### src/rtl/pwm_audio_pkg.sv
// Shared types and constants for the PWM audio sample path (FIFO and modulator).
package pwm_audio_pkg;

    localparam int DEF_DATA_WIDTH = 8;
    localparam int DEF_DEPTH      = 64;
    localparam int DEF_AF_THRESH  = 48;
    localparam int DEF_AE_THRESH  = 16;

    typedef logic [DEF_DATA_WIDTH-1:0] sample_t;

    // Address width for a power-of-two FIFO depth; pointers carry one extra wrap bit.
    function automatic int addr_w(input int depth);
        return $clog2(depth);
    endfunction

endpackage

### src/rtl/pwm_fifo_ctrl.sv
// FIFO control: read/write pointers with wrap bit, fill level, full/empty and
// watermark flags, sticky overflow/underflow and synchronous flush.
module pwm_fifo_ctrl
    import pwm_audio_pkg::*;
#(
    parameter int DEPTH     = DEF_DEPTH,
    parameter int AF_THRESH = DEF_AF_THRESH,
    parameter int AE_THRESH = DEF_AE_THRESH
) (
    input  logic                       clk_i,
    input  logic                       rst_i,
    input  logic                       flush_i,
    input  logic                       w_en_i,
    input  logic                       r_en_i,
    input  logic                       err_clr_i,
    output logic                       wr_acc_o,
    output logic                       rd_acc_o,
    output logic [addr_w(DEPTH)-1:0]   waddr_o,
    output logic [addr_w(DEPTH)-1:0]   raddr_o,
    output logic                       full_o,
    output logic                       empty_o,
    output logic                       almost_full_o,
    output logic                       almost_empty_o,
    output logic [addr_w(DEPTH):0]     level_o,
    output logic                       overflow_o,
    output logic                       underflow_o
);

    localparam int AW = addr_w(DEPTH);
    localparam logic [AW:0] AF_L = AF_THRESH[AW:0];
    localparam logic [AW:0] AE_L = AE_THRESH[AW:0];
    localparam logic [AW:0] ONE  = {{AW{1'b0}}, 1'b1};

    logic [AW:0] wptr_q, wptr_d;
    logic [AW:0] rptr_q, rptr_d;
    logic [AW:0] level_q, level_d;
    logic        ovf_q, ovf_d;
    logic        unf_q, unf_d;

    // Flags come only from registered state, so they reflect the pre-edge FIFO.
    assign full_o         = (wptr_q[AW] != rptr_q[AW]) && (wptr_q[AW-1:0] == rptr_q[AW-1:0]);
    assign empty_o        = (wptr_q == rptr_q);
    assign almost_full_o  = (level_q >= AF_L);
    assign almost_empty_o = (level_q <= AE_L);
    assign level_o        = level_q;
    assign overflow_o     = ovf_q;
    assign underflow_o    = unf_q;
    assign waddr_o        = wptr_q[AW-1:0];
    assign raddr_o        = rptr_q[AW-1:0];

    // Flush swallows both requests in its cycle.
    assign wr_acc_o = w_en_i & ~full_o  & ~flush_i;
    assign rd_acc_o = r_en_i & ~empty_o & ~flush_i;

    // Next-state: pointer advance, level tracking, sticky error flags (set beats clear).
    always_comb begin
        wptr_d  = wptr_q;
        rptr_d  = rptr_q;
        level_d = level_q;
        ovf_d   = ovf_q;
        unf_d   = unf_q;
        if (err_clr_i) begin
            ovf_d = 1'b0;
            unf_d = 1'b0;
        end
        if (w_en_i && full_o)  ovf_d = 1'b1;
        if (r_en_i && empty_o) unf_d = 1'b1;
        if (flush_i) begin
            wptr_d  = '0;
            rptr_d  = '0;
            level_d = '0;
        end else begin
            if (wr_acc_o) wptr_d = wptr_q + ONE;
            if (rd_acc_o) rptr_d = rptr_q + ONE;
            case ({wr_acc_o, rd_acc_o})
                2'b10:   level_d = level_q + ONE;
                2'b01:   level_d = level_q - ONE;
                default: level_d = level_q;
            endcase
        end
    end

    // State registers.
    always_ff @(posedge clk_i or posedge rst_i) begin
        if (rst_i) begin
            wptr_q  <= '0;
            rptr_q  <= '0;
            level_q <= '0;
            ovf_q   <= 1'b0;
            unf_q   <= 1'b0;
        end else begin
            wptr_q  <= wptr_d;
            rptr_q  <= rptr_d;
            level_q <= level_d;
            ovf_q   <= ovf_d;
            unf_q   <= unf_d;
        end
    end

endmodule

### src/rtl/pwm_audio_fifo.sv
// Sample FIFO between the audio producer and the PWM modulator.
// Holds the storage array and the read data path; control lives in pwm_fifo_ctrl.
// Build option: define PWM_FIFO_FWFT_EN for first-word fall-through reads
// (head word shown combinationally, data_valid = !empty). Default is a
// registered read with one cycle of latency and a one-cycle data_valid pulse.
module pwm_audio_fifo
    import pwm_audio_pkg::*;
#(
    parameter int DEPTH      = DEF_DEPTH,
    parameter int DATA_WIDTH = DEF_DATA_WIDTH,
    parameter int AF_THRESH  = DEF_AF_THRESH,
    parameter int AE_THRESH  = DEF_AE_THRESH
) (
    input  logic                     clk,
    input  logic                     rst,
    input  logic                     flush,
    input  logic                     w_en,
    input  logic [DATA_WIDTH-1:0]    data_in,
    input  logic                     r_en,
    output logic [DATA_WIDTH-1:0]    data_out,
    output logic                     data_valid,
    output logic                     full,
    output logic                     empty,
    output logic                     almost_full,
    output logic                     almost_empty,
    output logic [$clog2(DEPTH):0]   level,
    output logic                     overflow,
    output logic                     underflow,
    input  logic                     err_clr
);

    localparam int AW = addr_w(DEPTH);

    logic                  wr_acc, rd_acc;
    logic [AW-1:0]         waddr, raddr;
    logic [DATA_WIDTH-1:0] mem_q [DEPTH];

    pwm_fifo_ctrl #(
        .DEPTH     (DEPTH),
        .AF_THRESH (AF_THRESH),
        .AE_THRESH (AE_THRESH)
    ) u_ctrl (
        .clk_i          (clk),
        .rst_i          (rst),
        .flush_i        (flush),
        .w_en_i         (w_en),
        .r_en_i         (r_en),
        .err_clr_i      (err_clr),
        .wr_acc_o       (wr_acc),
        .rd_acc_o       (rd_acc),
        .waddr_o        (waddr),
        .raddr_o        (raddr),
        .full_o         (full),
        .empty_o        (empty),
        .almost_full_o  (almost_full),
        .almost_empty_o (almost_empty),
        .level_o        (level),
        .overflow_o     (overflow),
        .underflow_o    (underflow)
    );

    // Sample storage; contents are intentionally not reset.
    always_ff @(posedge clk) begin
        if (wr_acc) mem_q[waddr] <= data_in;
    end

`ifdef PWM_FIFO_FWFT_EN
    logic unused_rd_acc;
    assign unused_rd_acc = rd_acc;

    // Head word falls through; r_en only acknowledges it.
    assign data_out   = mem_q[raddr];
    assign data_valid = ~empty;
`else
    logic [DATA_WIDTH-1:0] dout_q;
    logic                  dval_q;

    // Registered pop: data_out loads on an accepted read and holds otherwise.
    always_ff @(posedge clk or posedge rst) begin
        if (rst) begin
            dout_q <= '0;
            dval_q <= 1'b0;
        end else if (flush) begin
            dout_q <= '0;
            dval_q <= 1'b0;
        end else begin
            dval_q <= rd_acc;
            if (rd_acc) dout_q <= mem_q[raddr];
        end
    end

    assign data_out   = dout_q;
    assign data_valid = dval_q;
`endif

endmodule

### config.mk
export PLATFORM = sky130hd
export DESIGN_NAME = pwm_audio_fifo
export DESIGN_NICKNAME = d
export VERILOG_FILES = /design/src/rtl/pwm_audio_pkg.sv /design/src/rtl/pwm_fifo_ctrl.sv /design/src/rtl/pwm_audio_fifo.sv
export SDC_FILE = /design/constraint.sdc
export NUM_CORES = 1
export LEC_CHECK = 0
export BUFFER_PORTS_ARGS = -buffer_cell sky130_fd_sc_hd__clkbuf_2
export CAP_MARGIN = 10
export CORE_MARGIN = 1
export CORE_UTILIZATION = 60
export CTS_BUF_LIST = sky130_fd_sc_hd__clkbuf_8
export DETAILED_ROUTE_END_ITERATION = 16
export PLACE_DENSITY_LB_ADDON = 0.2
export SKIP_LAST_GASP = 1
export SYNTH_ARGS = -nofsm -noshare
export SYNTH_HDL_FRONTEND = slang
export SYNTH_SLANG_ARGS = --single-unit
### constraint.sdc
create_clock -name clk -period 3.6 [get_ports clk]
set_input_delay 0.18 -clock clk [delete_from_list [all_inputs] [get_ports clk]]
set_output_delay 0.18 -clock clk [all_outputs]
set_load 0.02 [all_outputs]
==> results.md, run 1 <==
* Status: finished, final reports clean
* Worst IR Drop VDD at 0.322 mV
* Die Area at 36,800 um2
* CTS sink count at 544
* Dpl cells at 1,639
* Total Power at 13,400 uW
* Post-synthesis sequential area ratio at 0.747
* Post-synth top cells: 512 x edfxtp_1, 105 x mux4_2, 94 x nor2_1, 60 x mux2i_1, 32 x dfrtp_1
* Crit. End Element: register
* DRT Pass-1 Iters at 5
* Fillers at 2,286
* Synth top area share at 0.710
* Syn avg cell area at 19.4 um2
* Ant diodes at 0
* Clock transition at the registers of the reported paths at 0.06 ns
* Synth async-reset ratio at 0.0588
* Via count at 11,400
* Max_slew headroom at 0.219
* CTS buffer count at 83
* Critical path arrival at 3.78 ns
* Tcrit/Tclk final at 0.909
* HPWL after DPL at 29,600 um
* Syn Std Cell Area at 21,600 um2
* Ys flop type: edfxtp_1
* Net Count, Synth at 1,140
* Tot GR Track Use at 0.273
* Most numerous cell in the Yosys netlist: edfxtp_1
* Largest net degree at the start of global routing at 84
* Die span in y at 192 um
* Die W at 192 um
* DR vias/cell at 6.34
* Synthesis-stage register bit count at 544
* Fin nets at 1,291
* Synth top area cells: edfxtp_1 71%, mux4_2 11%, dfrtp_1 3.7%
* First-pass GRT wire length at 71,600 um
* Fmax at 306 MHz
* Post-synth EDFFs at 512
* Grt total ovfl at 0
* Maximum root-to-sink buffer count at 3
* Hold crit path type: input pin to register
* Standard-cell row count at 69
* P_leak at 0.00804 uW
* Fin cells at 1,795
* PD cells at 552 nW/um2
* Final min period at 3.27 ns
* CTS tree: done
* Drt drc at 0
* Ys Warns at 0
* Yosys cell types at 56
* Critical path type: register to register
* Mapped Cells at 1,118
* Layout cells sized above 1 at 0.266
* TNS Setup at 0 ns
* Final hold violations at 0
* Worst slack at placement at 0.364 ns
* Core area at 35,600 um2
* H-tree depth at 3
* Drt total wl at 48,200 um
* Area delta synth->final at 12.5%
* Starting Density at 0.608
* Worst Path Required at 4.11 ns
* R2r setup slk at 0.33 ns
* Clk Latency, worst-skew pair at 0.64 ns
* PostCTS Resize Cnt at 0
* WL/cell at 26.8 um
* Buffers on Ports at 35
* Max Cap Violations at 0
* Post-DRT Antenna Nets at 0
* Final setup viols at 0
* Actual slew at the worst max-slew pin at 1.17 ns
* Startpoint Class: register
* GPL Wtd Cong at 0.884
* Initial DRC Count at 1,012
* RSZ-0062 raised after global routing: false
* # IOs at 36
* Clock root buffer: clkbuf_8
* Fin util at 0.685
* Dominant cell type by area after synthesis: edfxtp_1
* Initial antenna violation count at 0
* Vias in the first global route at 11,300
* Final worst clock skew at 0.0300 ns
* Critical-path maximum fanout at 10
* PnR worst setup slack at 0.329 ns
* Slew Viols, Final at 0
[metal layers]
layer	part of all wire	vias to the layer above	track usage
met4	0.034	0	0.110
met1	0.41	5859	0.393
met2	0.47	560	0.410
met3	0.086	102	0.0596
li1	-	4862	-
met5	0	-	0
[final cells by class]
cell class,instances,area [um2],area share
Clock buffer,87,1200,0.0492
Multi-Input combinational cell,499,5060,0.208
Timing Repair Buffer,132,968,0.0398
Inverter,9,33.8,0.00139
Clock inverter,63,328,0.0135
Tap cell,461,577,0.0237
Sequential cell,544,16200,0.665
[path summary, 6_finish.rpt]
kind / cells past startpoint / to / start
setup / recovery: 11 / u_ctrl.level_o[6] / u_ctrl.wptr_q[1]
hold / removal: 1 / mem_q[2][2] / data_in[2]
setup reg to reg: 11 / u_ctrl.level_o[6] / u_ctrl.wptr_q[1]
hold reg to reg: 1 / u_ctrl.level_o[3] / u_ctrl.level_o[3]
max in group asynchronous: 4 / u_ctrl.rptr_q[1] / rst
min in group asynchronous: 3 / u_ctrl.underflow_o / rst
[worst max-delay path, stage by stage, from the launching register on]
cell and delay, ns:
dfrtp_1 0.49, xor2_1 0.23, nor4_4 0.38, a31oi_2 0.14, nor2_1 0.38, ha_1 0.36, a21o_1 0.19, a21oi_1 0.21
o21ai_0 0.17, nor4_1 0.19, a21oi_1 0.09, mux2_1 0.32
[sequential cells by signal (all words and copies together), names as in the netlist]
register,cells
u_ctrl.overflow_o,1
u_ctrl.underflow_o,1
u_ctrl.rptr_q,7
u_ctrl.level_o,7
mem_q,512
data_valid,1
u_ctrl.wptr_q,7
data_out,8
[per-stage QoR]
stage / area [um2] / hold slack, ns
2_1_floorplan: 21600 / 0.279
3_3_place_gp: 22800 / 0.298
4_1_cts: 24300 / 0.0706
5_1_grt: 24300 / 0.111
3_5_place_dp: 22800 / 0.300
6_report: 24300 / 0.104
[cells by family after synthesis]
family          share of synthesized area
compound gates                     0.0415
xor+xnor                          0.00890
fa+ha+maj                         0.00497
buf+inv                            0.0195
flops                               0.747
mux                                 0.142
simple gates                       0.0362
[what timing repair did]
action | CTS | global route
hold buffers | 6 | 0
hold endpoints to repair | 21 | 0
buffers inserted | 0 | 0
[placed cells by master, fill, tap and decap left out, types with 6 or more instances in the layout]
master         instances
edfxtp_1             512
mux4_2               105
nor2_1                93
clkbuf_8              87
buf_4                 87
mux2i_1               60
inv_1                 36
clkbuf_2              35
dfrtp_1               29
a21oi_1               25
nand2_1               24
a22oi_1               22
a211oi_1              16
clkinv_1              16
xor2_1                15
nand3_1               14
o22ai_1               14
clkinv_2              13
o221ai_1              12
nor2b_1                8
xnor2_1                7
a22o_1                 7
ha_1                   7
dlygate4sd3_1          6
[where the power goes]
part           internal, uW  leakage [uW]  switching, uW  total (uW)
sequential             6980       0.00503           71.8        7060
combinational           737       0.00213            942        1680
clock                  2390      0.000880           2310        4700
(Power assumes the default switching activity.)
==> run 2, diff against run 1 <==
CORE_UTILIZATION = 40   (was 60)
MAX_ROUTING_LAYER = met4   (was default)
==> run 2 against run 1 <==
Compared with the run above: critical path depth did not move; fmax rose by 1.1%; count of clock-buffer cells in the layout increased by 3; worst setup slack improved by 0.035 ns; clock power grew 3%; critical path type unchanged; worst hold slack lost 0.0077 ns; wire length rose by 8.3%; utilization fell by 22 points; sequential power about the same; total power rose by 0.69%; critical endpoint unchanged.
==> results.md, run 2 (synthesized netlist as in run 1, its figures left out) <==
* Status: finished, final reports clean (unchanged)
* Max reg flops at 512 (unchanged)
* Layout cells sized above 1 at 0.255 (was 0.266)
* Worst Path Required at 4.16 ns (was 4.11 ns)
* Final worst clock skew at 0.0480 ns (was 0.0300 ns)
* Final Instance Area at 24,500 um2 (was 24,300 um2)
* Worst IR Drop VDD at 0.231 mV (was 0.322 mV)
* Standard-cell row count at 84 (was 69)
* Tot GR Track Use at 0.198 (was 0.273)
* Area delta synth->final at 13.4% (was 12.5%)
* PnR worst setup slack at 0.363 ns (was 0.329 ns)
* DP Area at 22,900 um2 (was 22,800 um2)
* DRT Pass-1 Iters at 5 (unchanged)
* Die span in y at 235 um (was 192 um)
* Largest net degree at the start of global routing at 90 (was 84)
* P_leak at 0.00800 uW (was 0.00804 uW)
* Critical-path maximum fanout at 10 (unchanged)
* Starting Density at 0.409 (was 0.608)
* Most frequent cells in the layout: 512 x edfxtp_1, 105 x mux4_2, 93 x nor2_1 (unchanged)
* CTS sink count at 544 (unchanged)
* Actual slew at the worst max-slew pin at 1.13 ns (was 1.17 ns)
* Worst-path cell chain: xor2_1 -> nor4_4 -> a31oi_2 -> nor2_1 -> ha_1 -> a21o_1 -> a21oi_1 -> o21ai_0 -> nor4_1 -> a21oi_1 -> mux2_1 (unchanged)
* First-pass GRT wire length at 77,300 um (was 71,600 um)
* Die W at 235 um (was 192 um)
* Final min period at 3.24 ns (was 3.27 ns)
* Hold crit path type: input pin to register (unchanged)
* Max stage delay on crit path at 0.49 ns (about the same)
* Startpoint Class: register (unchanged)
* Drt drc at 0 (unchanged)
* Largest Register: mem_q (unchanged)
* H-tree depth at 3 (unchanged)
* HPWL after DPL at 31,400 um (was 29,600 um)
* Worst path most repeated cell: a21oi_1 (unchanged)
* Die Area at 55,000 um2 (was 36,800 um2)
* Commonest non-fill, non-tap cell in the layout: edfxtp_1 (unchanged)
* Post-DRT Antenna Nets at 0 (unchanged)
* PD cells at 551 nW/um2 (was 552 nW/um2)
* Initial DRC Count at 1,134 (was 1,012)
* Max_slew headroom at 0.247 (was 0.219)
* Grt total ovfl at 0 (unchanged)
* Core area at 53,000 um2 (was 35,600 um2)
* PostCTS Resize Cnt at 0 (unchanged)
* Final hold violations at 0 (unchanged)
* Worst slack at placement at 0.366 ns (was 0.364 ns)
* Drt total wl at 52,100 um (was 48,200 um)
* Clk Latency, worst-skew pair at 0.68 ns (was 0.64 ns)
* R2r setup slk at 0.36 ns (was 0.33 ns)
* Via count at 11,100 (was 11,400)
* Clock transition at the registers of the reported paths at 0.07 ns (was 0.06 ns)
* Slowest CP cell: dfrtp_1 (unchanged)
* Clock root buffer: clkbuf_8 (unchanged)
* Initial antenna violation count at 1 (was 0)
* GPL Wtd Cong at 0.846 (was 0.884)
* CTS tree: done (unchanged)
* RSZ-0062 raised after global routing: false (unchanged)
* Vias in the first global route at 11,500 (was 11,300)
* Crit. End Element: register (unchanged)
* Critical path arrival at 3.79 ns (was 3.78 ns)
* Buffers on Ports at 35 (unchanged)
* Final setup viols at 0 (unchanged)
* Critical path type: register to register (unchanged)
* Slew Viols, Final at 0 (unchanged)
* CTS buffer count at 87 (was 83)
* CP Buf/Inv Count at 0 (unchanged)
* TNS Setup at 0 ns (unchanged)
* Maximum root-to-sink buffer count at 3 (unchanged)
* Fmax at 309 MHz (was 306 MHz)
* CP delay by family, top: simple AND/OR/NAND/NOR gates (unchanged)
* Max Cap Violations at 0 (unchanged)
* # IOs at 36 (unchanged)
* DR vias/cell at 5.52 (was 6.34)
* Tcrit/Tclk final at 0.899 (was 0.909)
* WL/cell at 25.9 um (was 26.8 um)
* Ant diodes at 0 (unchanged)
* Fin nets at 1,282 (was 1,291)
run 2: routing by layer:
metal  global-route usage  routed length (um)  part of all wire  vias to the layer above
li1                     -                   -                 -                     4844
met2                0.297               24500              0.47                      352
met5                    -                   0                 0                        -
met4               0.0644                1040             0.020                        0
met3               0.0398                3270             0.063                       72
met1                0.271               23300              0.45                     5837
run 2: through the flow:
stage / utilization / hold WS (ns) / power, uW / cells
after CTS: 0.463 / 0.0288 / 13700 / 2012
after global routing: 0.463 / 0.0824 / 14100 / 2012
final: 0.463 / 0.0960 / 13500 / 2012
after floorplan: - / 0.279 / 8380 / 1118
after global placement: 0.433 / 0.281 / 8850 / 1853
after detailed placement: 0.433 / 0.297 / 8860 / 1853
run 2: worst paths after layout:
kind / start / end / cells after the start
worst max-delay path: u_ctrl.wptr_q[1] / u_ctrl.level_o[6] / 11
worst min register to register: data_out[1] / data_out[1] / 2
min in group asynchronous: rst / u_ctrl.level_o[6] / 4
worst max register to register: u_ctrl.wptr_q[1] / u_ctrl.level_o[6] / 11
worst min-delay path: data_in[7] / mem_q[51][7] / 1
max in group asynchronous: rst / u_ctrl.rptr_q[1] / 4
run 2: area by class of cell:
| type | instances | area (um2) |
|---|---|---|
| Fill cell | 4522 | 28400 |
| Clock buffer | 90 | 1240 |
| Clock inverter | 63 | 312 |
| Tap cell | 688 | 861 |
| Sequential cell | 544 | 16200 |
| Inverter | 9 | 33.8 |
| Timing Repair Buffer | 119 | 858 |
| Multi-Input combinational cell | 499 | 5060 |
run 2: repair_timing:
item,4_1_cts,5_1_grt
endpoints found under the hold margin,37,0
hold buffers,6,0
buffers inserted,0,0
run 2: power by group:
| group | leakage (uW) | total, uW | switching, uW | internal [uW] |
|---|---|---|---|---|
| clock | 0.000910 | 4820 | 2370 | 2450 |
| sequential | 0.00503 | 7060 | 73.1 | 6990 |
| combinational | 0.00206 | 1650 | 925 | 728 |
==> run 3, diff against run 2 <==
clock period = 4.1 ns   (was 3.6 ns; I/O delays follow)
==> run 3 against run 2 <==
Compared with the run above: worst setup slack gained 0.31 ns; register-to-register slack better by 0.31 ns; critical path depth up 1; sequential power fell by 12%; critical path type unchanged.
==> results.md, run 3 (synthesized netlist as in run 1, its figures left out) <==
* CTS sink count at 544 (unchanged)
* Final setup viols at 0 (unchanged)
* Core area at 53,000 um2 (unchanged)
* Standard-cell row count at 84 (unchanged)
* Area delta synth->final at 13.3% (was 13.4%)
* Max reg flops at 512 (unchanged)
* Worst-path cell chain: xor2_1 -> nor4_4 -> a31oi_2 -> nand2_1 -> nor2_1 -> ha_1 -> a21o_1 -> a21oi_1 -> o21ai_0 -> nor4_1 -> a21oi_1 -> mux2_1 (was xor2_1 -> nor4_4 -> a31oi_2 -> nor2_1 -> ha_1 -> a21o_1 -> a21oi_1 -> o21ai_0 -> nor4_1 -> a21oi_1 -> mux2_1)
* Largest Register: mem_q (unchanged)
* Maximum root-to-sink buffer count at 3 (unchanged)
* DP Area at 22,800 um2 (was 22,900 um2)
* RSZ-0062 raised after global routing: false (unchanged)
* Max stage delay on crit path at 0.54 ns (was 0.49 ns)
* Clock power frac at 0.371 (was 0.356)
* DR vias/cell at 5.56 (was 5.52)
* Worst path most repeated cell: a21oi_1 (unchanged)
* Post-DRT Antenna Nets at 0 (unchanged)
* Hold crit path type: input pin to register (unchanged)
* Commonest non-fill, non-tap cell in the layout: edfxtp_1 (unchanged)
* Status: finished, final reports clean (unchanged)
* Crit. End Element: register (unchanged)
* Sw Pwr at 3000 uW (was 3360 uW)
* PnR worst setup slack at 0.669 ns (was 0.363 ns)
* GPL Wtd Cong at 0.808 (was 0.846)
* DRT Pass-1 Iters at 5 (unchanged)
* Tot GR Track Use at 0.195 (was 0.198)
* Initial antenna violation count at 0 (was 1)
* Final Instance Area at 24,500 um2 (about the same)
* CTS buffer count at 86 (was 87)
* Min-Delay Path Depth at 1 (unchanged)
* Drt drc at 0 (unchanged)
* Largest net degree at the start of global routing at 81 (was 90)
* PD cells at 497 nW/um2 (was 551 nW/um2)
* Post-CTS Hold Buffers at 7 (was 6)
* Die span in y at 235 um (unchanged)
* Clock transition at the registers of the reported paths at 0.06 ns (was 0.07 ns)
* PostCTS Resize Cnt at 0 (unchanged)
* Worst IR Drop VDD at 0.243 mV (was 0.231 mV)
* Tcrit/Tclk final at 0.837 (was 0.899)
* Sequential cell fraction of total power at 0.508 (was 0.522)
* Critical-path maximum fanout at 11 (was 10)
* Reg2reg end: u_ctrl.level_o[6] (unchanged)
* Startpoint Class: register (unchanged)
* Worst slack at placement at 0.731 ns (was 0.366 ns)
* Most frequent cells in the layout: 512 x edfxtp_1, 105 x mux4_2, 93 x nor2_1 (unchanged)
* R2r setup slk at 0.67 ns (was 0.36 ns)
* Drt total wl at 50,900 um (was 52,100 um)
* Worst Path Required at 4.64 ns (was 4.16 ns)
* Actual slew at the worst max-slew pin at 1.07 ns (was 1.13 ns)
* CP Buf/Inv Count at 0 (unchanged)
* CTS tree: done (unchanged)
* Fin nets at 1,264 (was 1,282)
* Grt total ovfl at 0 (unchanged)
* Critical path arrival at 3.97 ns (was 3.79 ns)
* Hold_sp: data_in[2] (was data_in[7])
* H-tree depth at 3 (unchanged)
* WL/cell at 25.6 um (was 25.9 um)
* Final min period at 3.43 ns (was 3.24 ns)
* Clk Latency, worst-skew pair at 0.67 ns (was 0.68 ns)
* TNS Setup at 0 ns (unchanged)
* Max_slew headroom at 0.284 (was 0.247)
* Buffers on Ports at 35 (unchanged)
* Starting Density at 0.409 (unchanged)
* Slew Viols, Final at 0 (unchanged)
* Max Cap Violations at 0 (unchanged)
* FF-to-FF path depth at 12 (was 11)
* Fmax at 291 MHz (was 309 MHz)
* End of the worst hold path: mem_q[39][2] (was mem_q[51][7])
* HPWL after DPL at 30,500 um (was 31,400 um)
* Slowest CP cell: dfrtp_1 (unchanged)
* Critical path type: register to register (unchanged)
* Final hold violations at 0 (unchanged)
* Die Area at 55,000 um2 (unchanged)
* Via count at 11,100 (about the same)
* Vias in the first global route at 11,300 (was 11,500)
* Total Power at 12,200 uW (was 13,500 uW)
* Layout cells sized above 1 at 0.254 (was 0.255)
* Initial DRC Count at 934 (was 1,134)
* Final worst clock skew at 0.0421 ns (was 0.0480 ns)
* Ant diodes at 0 (unchanged)
* Combinational share of power at 0.121 (was 0.122)
* Clock root buffer: clkbuf_8 (unchanged)
* Die W at 235 um (unchanged)
* Launch point of the worst reg-to-reg path: u_ctrl.wptr_q[4] (was u_ctrl.wptr_q[1])
* First-pass GRT wire length at 76,300 um (was 77,300 um)
* P_int at 9200 uW (was 10,200 uW)
* Post-CTS Setup Repair Bufs at 0 (unchanged)
* CP delay by family, top: compound AO/OA/AOI/OAI gates (was simple AND/OR/NAND/NOR gates)
* Final Hold Slack at 0.0265 ns (was 0.0960 ns)
* P_leak at 0.00793 uW (was 0.00800 uW)
* # IOs at 36 (unchanged)
* Switching part of the total at 0.246 (was 0.249)
==> run 3: cell types whose count changed in the layout (fill, tap and decap cells not counted), moves of 2 or more <==
cell,before,now
bufinv_16,2,7
buf_4,75,57
clkinv_1,18,15
clkinv_2,8,15
clkbuf_8,90,88
inv_1,41,28
==> run 3: how the worst max path moves through the flow <==
| stage | from | endpoint | slack [ns] | depth (start not counted) |
|---|---|---|---|---|
| finish | u_ctrl.wptr_q[4] | u_ctrl.level_o[6] | 0.67 | 12 |
| global placement | u_ctrl.wptr_q[4] | u_ctrl.level_o[6] | 0.80 | 12 |
| global route | u_ctrl.wptr_q[4] | u_ctrl.level_o[6] | 0.41 | 12 |
| floorplan | u_ctrl.rptr_q[1] | u_ctrl.level_o[6] | 0.74 | 14 |
| detailed placement | u_ctrl.wptr_q[4] | u_ctrl.level_o[6] | 0.73 | 12 |
| CTS | u_ctrl.wptr_q[4] | u_ctrl.level_o[6] | 0.70 | 12 |
==> run 3: power by group through the flow <==
stage                     clock, uW  sequential [uW]  combinational [uW]
after floorplan                   0             6330                1030
after global placement            0             6310                1490
after detailed placement          0             6310                1500
after CTS                      4640             6200                1510
after global routing           4880             6200                1580
final                          4530             6200                1470
==> run 3: layer usage <==
layer	GRT usage	wire length, um	up-vias
li1	-	-	4799
met4	0.0634	1050	0
met1	0.273	23100	5826
met5	-	0	-
met3	0.0385	3100	68
met2	0.287	23600	366
==> run 3: cell type report <==
| cell class | count | area, um2 |
|---|---|---|
| Clock buffer | 88 | 1210 |
| Clock inverter | 60 | 444 |
| Fill cell | 4505 | 28400 |
| Inverter | 9 | 33.8 |
| Multi-Input combinational cell | 499 | 5060 |
| Sequential cell | 544 | 16200 |
| Tap cell | 688 | 861 |
| Timing Repair Buffer | 102 | 733 |
==> run 3: metrics by stage <==
step / utilization / cells
after floorplan: - / 1118
after global placement: 0.430 / 1835
after detailed placement: 0.430 / 1835
after global routing: 0.463 / 1990
final: 0.463 / 1990
after CTS: 0.463 / 1990
